===== config.mk =====
export PLATFORM = sky130hd
export DESIGN_NAME = fifo2
export DESIGN_NICKNAME = d
export VERILOG_FILES = /design/src/rtl/fifo2.sv
export SDC_FILE = /design/constraint.sdc
export NUM_CORES = 1
export LEC_CHECK = 0
export CORE_ASPECT_RATIO = 0.5
export CORE_MARGIN = 8
export CORE_UTILIZATION = 35
export CTS_CLUSTER_DIAMETER = 120
export DETAILED_ROUTE_END_ITERATION = 12
export DONT_BUFFER_PORTS = 1
export HOLD_SLACK_MARGIN = 0.08
export PLACE_DENSITY = 0.62
export SLEW_MARGIN = 20
export SYNTH_ARGS = -nofsm -noshare
export SYNTH_HDL_FRONTEND = slang
export SYNTH_SLANG_ARGS = --single-unit

===== constraint.sdc =====
create_clock -name clk -period 3.4 [get_ports clk]
set_input_delay 0.51 -clock clk [delete_from_list [all_inputs] [get_ports clk]]
set_output_delay 0.51 -clock clk [all_outputs]
set_load 0.01 [all_outputs]

===== src/rtl/fifo2.sv =====
// fifo2: single-clock synchronous FIFO with selectable registered or
// first-word fall-through read, occupancy count, almost-full/almost-empty
// thresholds, synchronous flush and sticky overflow/underflow flags.
module fifo2 #(
  parameter int WIDTH    = 14,
  parameter int DEPTH    = 64,
  parameter int AF_LEVEL = DEPTH - 4,
  parameter int AE_LEVEL = 4,
  parameter int FWFT     = 0
) (
  input  logic                     clk,
  input  logic                     rst,
  input  logic                     clr,
  input  logic [WIDTH-1:0]         din,
  input  logic                     wr_en,
  input  logic                     rd_en,
  output logic [WIDTH-1:0]         dout,
  output logic                     valid,
  output logic                     empty,
  output logic                     full,
  output logic                     almost_empty,
  output logic                     almost_full,
  output logic [$clog2(DEPTH):0]   count,
  output logic                     overflow,
  output logic                     underflow
);

  localparam int AW = $clog2(DEPTH);

  // Thresholds sized to the count register so comparisons stay width-matched.
  localparam logic [AW:0] DEPTH_CNT = DEPTH[AW:0];
  localparam logic [AW:0] AF_CNT    = AF_LEVEL[AW:0];
  localparam logic [AW:0] AE_CNT    = AE_LEVEL[AW:0];

  logic [WIDTH-1:0] ram [DEPTH];

  logic [AW-1:0] wp_reg;
  logic [AW-1:0] rp_reg;
  logic [AW:0]   count_reg;
  logic          overflow_reg;
  logic          underflow_reg;

  logic wr_ok;
  logic rd_ok;

  // Flags come straight from the count register, so they follow an
  // accepted operation by one cycle. The count alone separates full from
  // empty, which keeps pointer wrap trivial.
  assign empty        = (count_reg == '0);
  assign full         = (count_reg == DEPTH_CNT);
  assign almost_empty = (count_reg <= AE_CNT);
  assign almost_full  = (count_reg >= AF_CNT);
  assign count        = count_reg;
  assign overflow     = overflow_reg;
  assign underflow    = underflow_reg;

  // Flush and reset swallow any request issued in the same cycle; there is
  // no write-to-read bypass, so an empty FIFO rejects a read even when a
  // write lands at the same time (and likewise for full).
  assign wr_ok = wr_en && !full  && !clr && !rst;
  assign rd_ok = rd_en && !empty && !clr && !rst;

  // Storage write; memory contents are deliberately left unreset.
  always_ff @(posedge clk) begin
    if (wr_ok) begin
      ram[wp_reg] <= din;
    end
  end

  // Pointers and occupancy count.
  always_ff @(posedge clk) begin
    if (rst || clr) begin
      wp_reg    <= '0;
      rp_reg    <= '0;
      count_reg <= '0;
    end else begin
      if (wr_ok) begin
        wp_reg <= wp_reg + 1'b1;
      end
      if (rd_ok) begin
        rp_reg <= rp_reg + 1'b1;
      end
      case ({wr_ok, rd_ok})
        2'b10:   count_reg <= count_reg + 1'b1;
        2'b01:   count_reg <= count_reg - 1'b1;
        default: count_reg <= count_reg;
      endcase
    end
  end

  // Sticky error flags; only reset clears them, a flush leaves them alone.
  always_ff @(posedge clk) begin
    if (rst) begin
      overflow_reg  <= 1'b0;
      underflow_reg <= 1'b0;
    end else if (!clr) begin
      if (wr_en && full) begin
        overflow_reg <= 1'b1;
      end
      if (rd_en && empty) begin
        underflow_reg <= 1'b1;
      end
    end
  end

  generate
    if (FWFT != 0) begin : g_fwft
      // Head word is always presented; rd_en acknowledges and pops it.
      assign dout  = ram[rp_reg];
      assign valid = !empty;
    end else begin : g_registered
      logic [WIDTH-1:0] dout_reg;
      logic             valid_reg;

      // Registered read: an accepted read loads the head word, valid pulses
      // for one cycle, and dout otherwise holds its last value.
      always_ff @(posedge clk) begin
        if (rst || clr) begin
          dout_reg  <= '0;
          valid_reg <= 1'b0;
        end else begin
          valid_reg <= rd_ok;
          if (rd_ok) begin
            dout_reg <= ram[rp_reg];
          end
        end
      end

      assign dout  = dout_reg;
      assign valid = valid_reg;
    end
  endgenerate

endmodule


* Yosys cells after proc, flatten, opt, wreduce, memory -nomap -nowiden
Memory sizes are Yosys's and may differ from the RTL's. A register that Yosys moved wholly into a read port is not among the register bits. Cells that the tools add are included.
Word-level totals: output and inout bits 28, input port bits 19, bits in registers 22, memory bits (writable) 896, memories kept 1
Memories:
- ram | depth 64, width 14, read ports 1, clocked after Yosys merged registers in 1, write ports 1, line 35 | logic [WIDTH-1:0] ram [DEPTH];
Operators by class: reduce and logical (&&, ||, !) cells 17, eq/ne operators 3, mux-type cells 3, bitwise operators 1, add/subtract/negate cells 4, $lt $le $gt $ge 2
Operators with widths (number):
- 7-bit case mux with 2 select lines | 1
- 6-bit by 1-bit adder with 6-bit output, second input constant | 2
- 1-bit logical AND | 8
- 7-bit by 1-bit adder with 7-bit output, second input constant | 1
- 7-bit equality test, second input constant | 1
- 7-bit by 6-bit >= comparator with 1-bit output, second input constant | 1
- 7-bit by 3-bit <= comparator with 1-bit output, second input constant | 1
- 7-bit zero test | 1
- 7-bit by 1-bit subtractor with 7-bit output, second input constant | 1
- 1-bit zero test | 4
- 2-bit AND reduction | 2
- 2-bit by 1-bit equality test with 1-bit output, second input constant | 1
- 2-bit equality test, second input constant | 1
- 1-bit two-way mux | 2
- 2-bit nonzero test | 1
- 1-bit logical OR | 1
- 1-bit NOT | 1

* Longest topological paths before layout
Gate-level depths: netlist of run 1.
depth in word-level cells 7, depth in mapped cells 12, mapped depth without buffers 12

* Least setup slack after synthesis of run 1
OpenSTA, ideal clock, no wires.
path type in2reg, start point input clr, end point register count_reg[6] (netlist: count[6]), data required time 3.330 ns, slack 0.138 ns, stages on the path 11, arrival 3.192 ns, cells stage by stage nor2_1 -> nand2_1 -> a21oi_1 -> ha_1 -> ha_1 -> nor2b_1 -> o21ai_0 -> a21boi_0 -> or4_1 -> a31o_2 -> a21oi_1
On the way: word-level cells in the longest chain between the ends 5
Ends and longest elaborated chain:
- from (decl) | line 13 | input logic clr,
- 1-bit zero test (*)
- 1-bit logical AND (*) (2 in a row) | line 61 | assign rd_ok = rd_en && !empty && !clr && !rst;
- named net rd_ok | line 44 | logic rd_ok;
- 2-bit by 1-bit equality test with 1-bit output or 2-bit equality test (tied branches) | line 83 | case ({wr_ok, rd_ok})
- 7-bit case mux with 2 select lines or 2-bit nonzero test (tied branches)
- to (signal assigned) | line 84 | 2'b10: count_reg <= count_reg + 1'b1;
- to (signal assigned) | line 85 | 2'b01: count_reg <= count_reg - 1'b1;
- to (signal assigned) | line 86 | default: count_reg <= count_reg;
- to (decl) | line 39 | logic [AW:0] count_reg;
Mark *: on every way through the listed nets, which the timed path passes. The rest lies on a longest branch. A chain may end at the register's enable or synchronous reset.

* Worst setup path in the final report of run 1
start point input rst, end point register count_reg[6] (netlist: count[6])
On the way: word-level cells in the longest chain between the ends 4
Ends and longest elaborated chain:
- from (decl) | line 12 | input logic rst,
- 1-bit zero test | line 60, 61
- 1-bit logical AND, on equally long branches | line 61, 60
- 2-bit by 1-bit equality test with 1-bit output or 2-bit equality test (tied branches) | line 83
- 7-bit case mux with 2 select lines or 2-bit nonzero test (tied branches)
Parallel ways exist; a longest one is shown, timed or not.

==> summary.md, run 1 <==
| Metric | Value |
|---|---|
| Pwr per Cell Area | `between 500 and 600 nW/µm²` |
| Post-synthesis sequential area ratio | `75.9%` |
| DR vias | `18,500` |
| Outcome | `completed` |
| Reg2Reg Capture Point | `count[6]` |
| Final Cycle Share | `91.4%` |
| R2R setup slack | `around 0.39 ns` |
| Residual DRC | `0` |
| Cell count of the worst reg-to-reg path | `11` |
| Synthesized instance count | `roughly 1,800` |
| Finished Core Util | `around 41%` |
| Vias per inst | `around 5.3` |
| Seq cells post-synth | `~930` |
| Iter 0 DRT Violations | `between 1,500 and 2,000` |
| GRT overflow | `0` |
| Leak pwr | `12.8 nW` |
| Final HPWL DP | `~53,000 µm` |
| Routability Congestion | `slightly above 0.8` |
| RSZ-0062 raised after global routing | `no` |
| FF+latch area | `27,600 µm²` |
| Initial Util | `between 30 and 40%` |
| TritonCTS Buffers | `87` |
| Vias in the first global route | `between 15,000 and 20,000` |
| Slew margin rel. | `between 40% and 50%` |
| Post-Route Skew | `0.0326 ns` |
| Worst-Margin Slew | `0.840 ns` |
| Crit path buf inv count | `2` |
| Fillers | `~9,000` |
| Cell Rows | `83` |
| Max-cap viol count | `0` |
| Commonest non-fill, non-tap cell in the layout | `edfxtp_1` |
| Critical Path RT | `a little under 4 ns` |
| Mapped Area | `approximately 36,000 µm²` |
| I/O Buffers | `0` |
| # diodes | `0` |
| Synth Net Count | `1,876` |
| Clock Latency Late Sink | `about 0.65 ns` |
| Tightest Hold Check Type | `in -> reg` |
| Clk sinks | `~930` |
| EDFF count, synth | `approximately 900` |
| WHS Endpoint | `valid` |
| Crit path arrival time | `~3.7 ns` |
| Cell breakdown of the critical path | `dlygate4sd3_1 -> or3b_1 -> a31oi_2 -> inv_1 -> ha_1 -> ha_1 -> nor2b_1 -> o21ai_0 -> a21boi_0 -> or4_1 -> a31o_2 -> a21oi_1` |
| Core area | `roughly 100,000 µm²` |
| First-pass GRT wire length | `~130,000 µm` |
| Slew Limit Fails | `0` |
| Min cycle time layout | `3.11 ns` |
| CTS tree | `built` |
| Worst VDD drop | `448 µV` |
| Io pins | `47` |
| Crit Path Max Fanout | `4` |
| Share of layout cells above drive strength 1 | `22.5%` |
| Multi-input gate area | `a little over 8000 µm²` |
| Max stage delay on crit path | `roughly 0.58 ns` |
| Area Overhead vs Synth | `15.3%` |
| Setup TNS | `0 ns` |
| Most frequent cells in the layout | `edfxtp_1, mux4_2, mux2i_1` |
| Die H | `~240 µm` |
| Avg Cell Area, Syn | `just under 20 µm²` |
| Setup Crit Path Kind | `in -> reg` |
| Async S/R FF share, synth | `0%` |
| Hold path startpoint | `clr` |
| Post-synth top flop | `edfxtp_1` |
| Final hold vios | `0` |
| Nets | `2,022` |
| Yosys warns | `0` |
| Initial antenna violation count | `0` |
| Die area | `115,000 µm²` |
| CP endpoint kind | `flip-flop` |
| Worst hold path depth | `3` |
| Wire length per cell | `between 20 and 30 µm` |
| Total Wirelength | `87,600 µm` |
| GR Util All Layers | `between 10 and 15%` |
| F_max | `322 MHz` |
| Yosys cell types | `57` |
| Post-CTS sizing | `0` |
| Final ANT Viol Nets | `0` |
| Setup crit start kind | `input port` |
| Finish-stage setup viols | `0` |
| RR Startpoint | `count[2]` |
| Clock Path Buffers | `3` |
| CP dominant cell by count | `ha_1` |
| Root buf cell | `clkbuf_16` |
| Delay-heaviest family, CP | `simple AND/OR/NAND/NOR gates` |
| Clk pin slew, worst setup/hold paths | `about 0.060 ns` |
| Largest net degree at the start of global routing | `67` |
| Largest register FFs | `896` |
| Drt pass-1 iters | `7` |
| CTS H-tree lvls | `3` |
| Hold_ws | `roughly 0.12 ns` |
| CP max-delay cell | `dlygate4sd3_1` |
| Die width | `approximately 470 µm` |
==> power breakdown <==
group | switching, W | internal, W | leakage [nW]
registers | 0.00000565 | 0.0126 | 8.35
clock network | 0.00413 | 0.00533 | 1.33
logic | 0.000232 | 0.0000765 | 3.16
total | 0.00437 | 0.0180 | 12.8
==> timing repair <==
item / CTS / global route
buffers inserted: 0 / 0
endpoints found under the hold margin: 899 / 0
hold buffers: 17 / 0
==> worst max path at each step <==
stage	startpoint	depth (start not counted)	to
2_1_floorplan	clr	11	count[6]
3_3_place_gp	clr	11	count[6]
3_5_place_dp	clr	11	count[6]
4_1_cts	rst	12	count[6]
5_1_grt	rst	12	count[6]
6_report	rst	12	count[6]
==> final cells by class <==
type	instances	share of cell area, %
inverter	12	0.107
sequential	932	65.8
clock inverter	42	1.05
multi-input combinational	802	19.6
timing repair buffer	159	3.80
clock buffer	112	5.46
tap	1402	4.18
==> cells by family after synthesis <==
kind of cell / after synthesis / share of synthesized area, %
flops: 932 / 75.9
buf+inv: 114 / 1.59
simple gates: 232 / 2.98
fa+ha+maj: 9 / 0.330
compound gates: 235 / 4.53
xor+xnor: 11 / 0.265
mux: 315 / 14.4
==> routing by layer <==
metal | vias up | wire length, µm | track usage, % | share of wire (%)
li1 | 7957 | - | - | -
met1 | 9852 | 37900 | 20.5 | 43
met2 | 583 | 42800 | 24.7 | 49
met3 | 104 | 4820 | 2.15 | 5.5
met4 | 0 | 2060 | 3.92 | 2.3
met5 | - | 0 | 0 | 0
==> metrics by stage <==
step | cells | setup slack (ns) | cell area (µm²) | power, W
floorplan | 1848 | 0.138 | 36400 | 0.0129
global placement | 3290 | 0.272 | 38800 | 0.0129
detailed placement | 3290 | 0.246 | 38800 | 0.0129
CTS | 3461 | 0.317 | 42000 | 0.0225
global route | 3461 | 0.125 | 42000 | 0.0230
finish | 3461 | 0.291 | 42000 | 0.0223
==> cell usage after synthesis (14+ instances only) <==
cell	number	share of area, %
edfxtp_1	896	74
mux4_2	168	10
mux2i_1	147	4.0
nor2_1	113	1.2
a21oi_1	61	0.84
clkbuf_1	40	0.41
dfxtp_1	36	2.0
o221ai_1	36	0.87
buf_2	32	0.44
nor3_1	32	0.44
a22oi_1	26	0.54
o22ai_1	26	0.45
o21ai_0	25	0.34
nand2_1	24	0.25
a211oi_1	17	0.35
nand3_1	14	0.19
==> worst register-to-register path: stages, from the launching register on <==
cell	delay, ns
dfxtp_1	0.40
nor4_2	0.36
buf_4	0.20
a21oi_1	0.07
ha_1	0.24
ha_1	0.31
nor2b_1	0.15
o21ai_0	0.17
a21boi_0	0.15
or4_1	0.51
a31o_2	0.25
a21oi_1	0.13
No activity file was read; power rests on OpenSTA's default activity.
==> run 2: changes to the inputs <==
--- a/config.mk
+++ b/config.mk
@@ -5,6 +5,7 @@
 export SDC_FILE = /design/constraint.sdc
 export NUM_CORES = 1
 export LEC_CHECK = 0
+export ABC_AREA = 0
 export CORE_ASPECT_RATIO = 0.5
 export CORE_MARGIN = 8
 export CORE_UTILIZATION = 35
@@ -13,7 +14,6 @@
 export DONT_BUFFER_PORTS = 1
 export HOLD_SLACK_MARGIN = 0.08
 export PLACE_DENSITY = 0.62
-export SLEW_MARGIN = 20
 export SYNTH_ARGS = -nofsm -noshare
 export SYNTH_HDL_FRONTEND = slang
 export SYNTH_SLANG_ARGS = --single-unit
==> results of run 2 <==
Same layout as run 1: the final DEF is identical, and so are final timing and power.
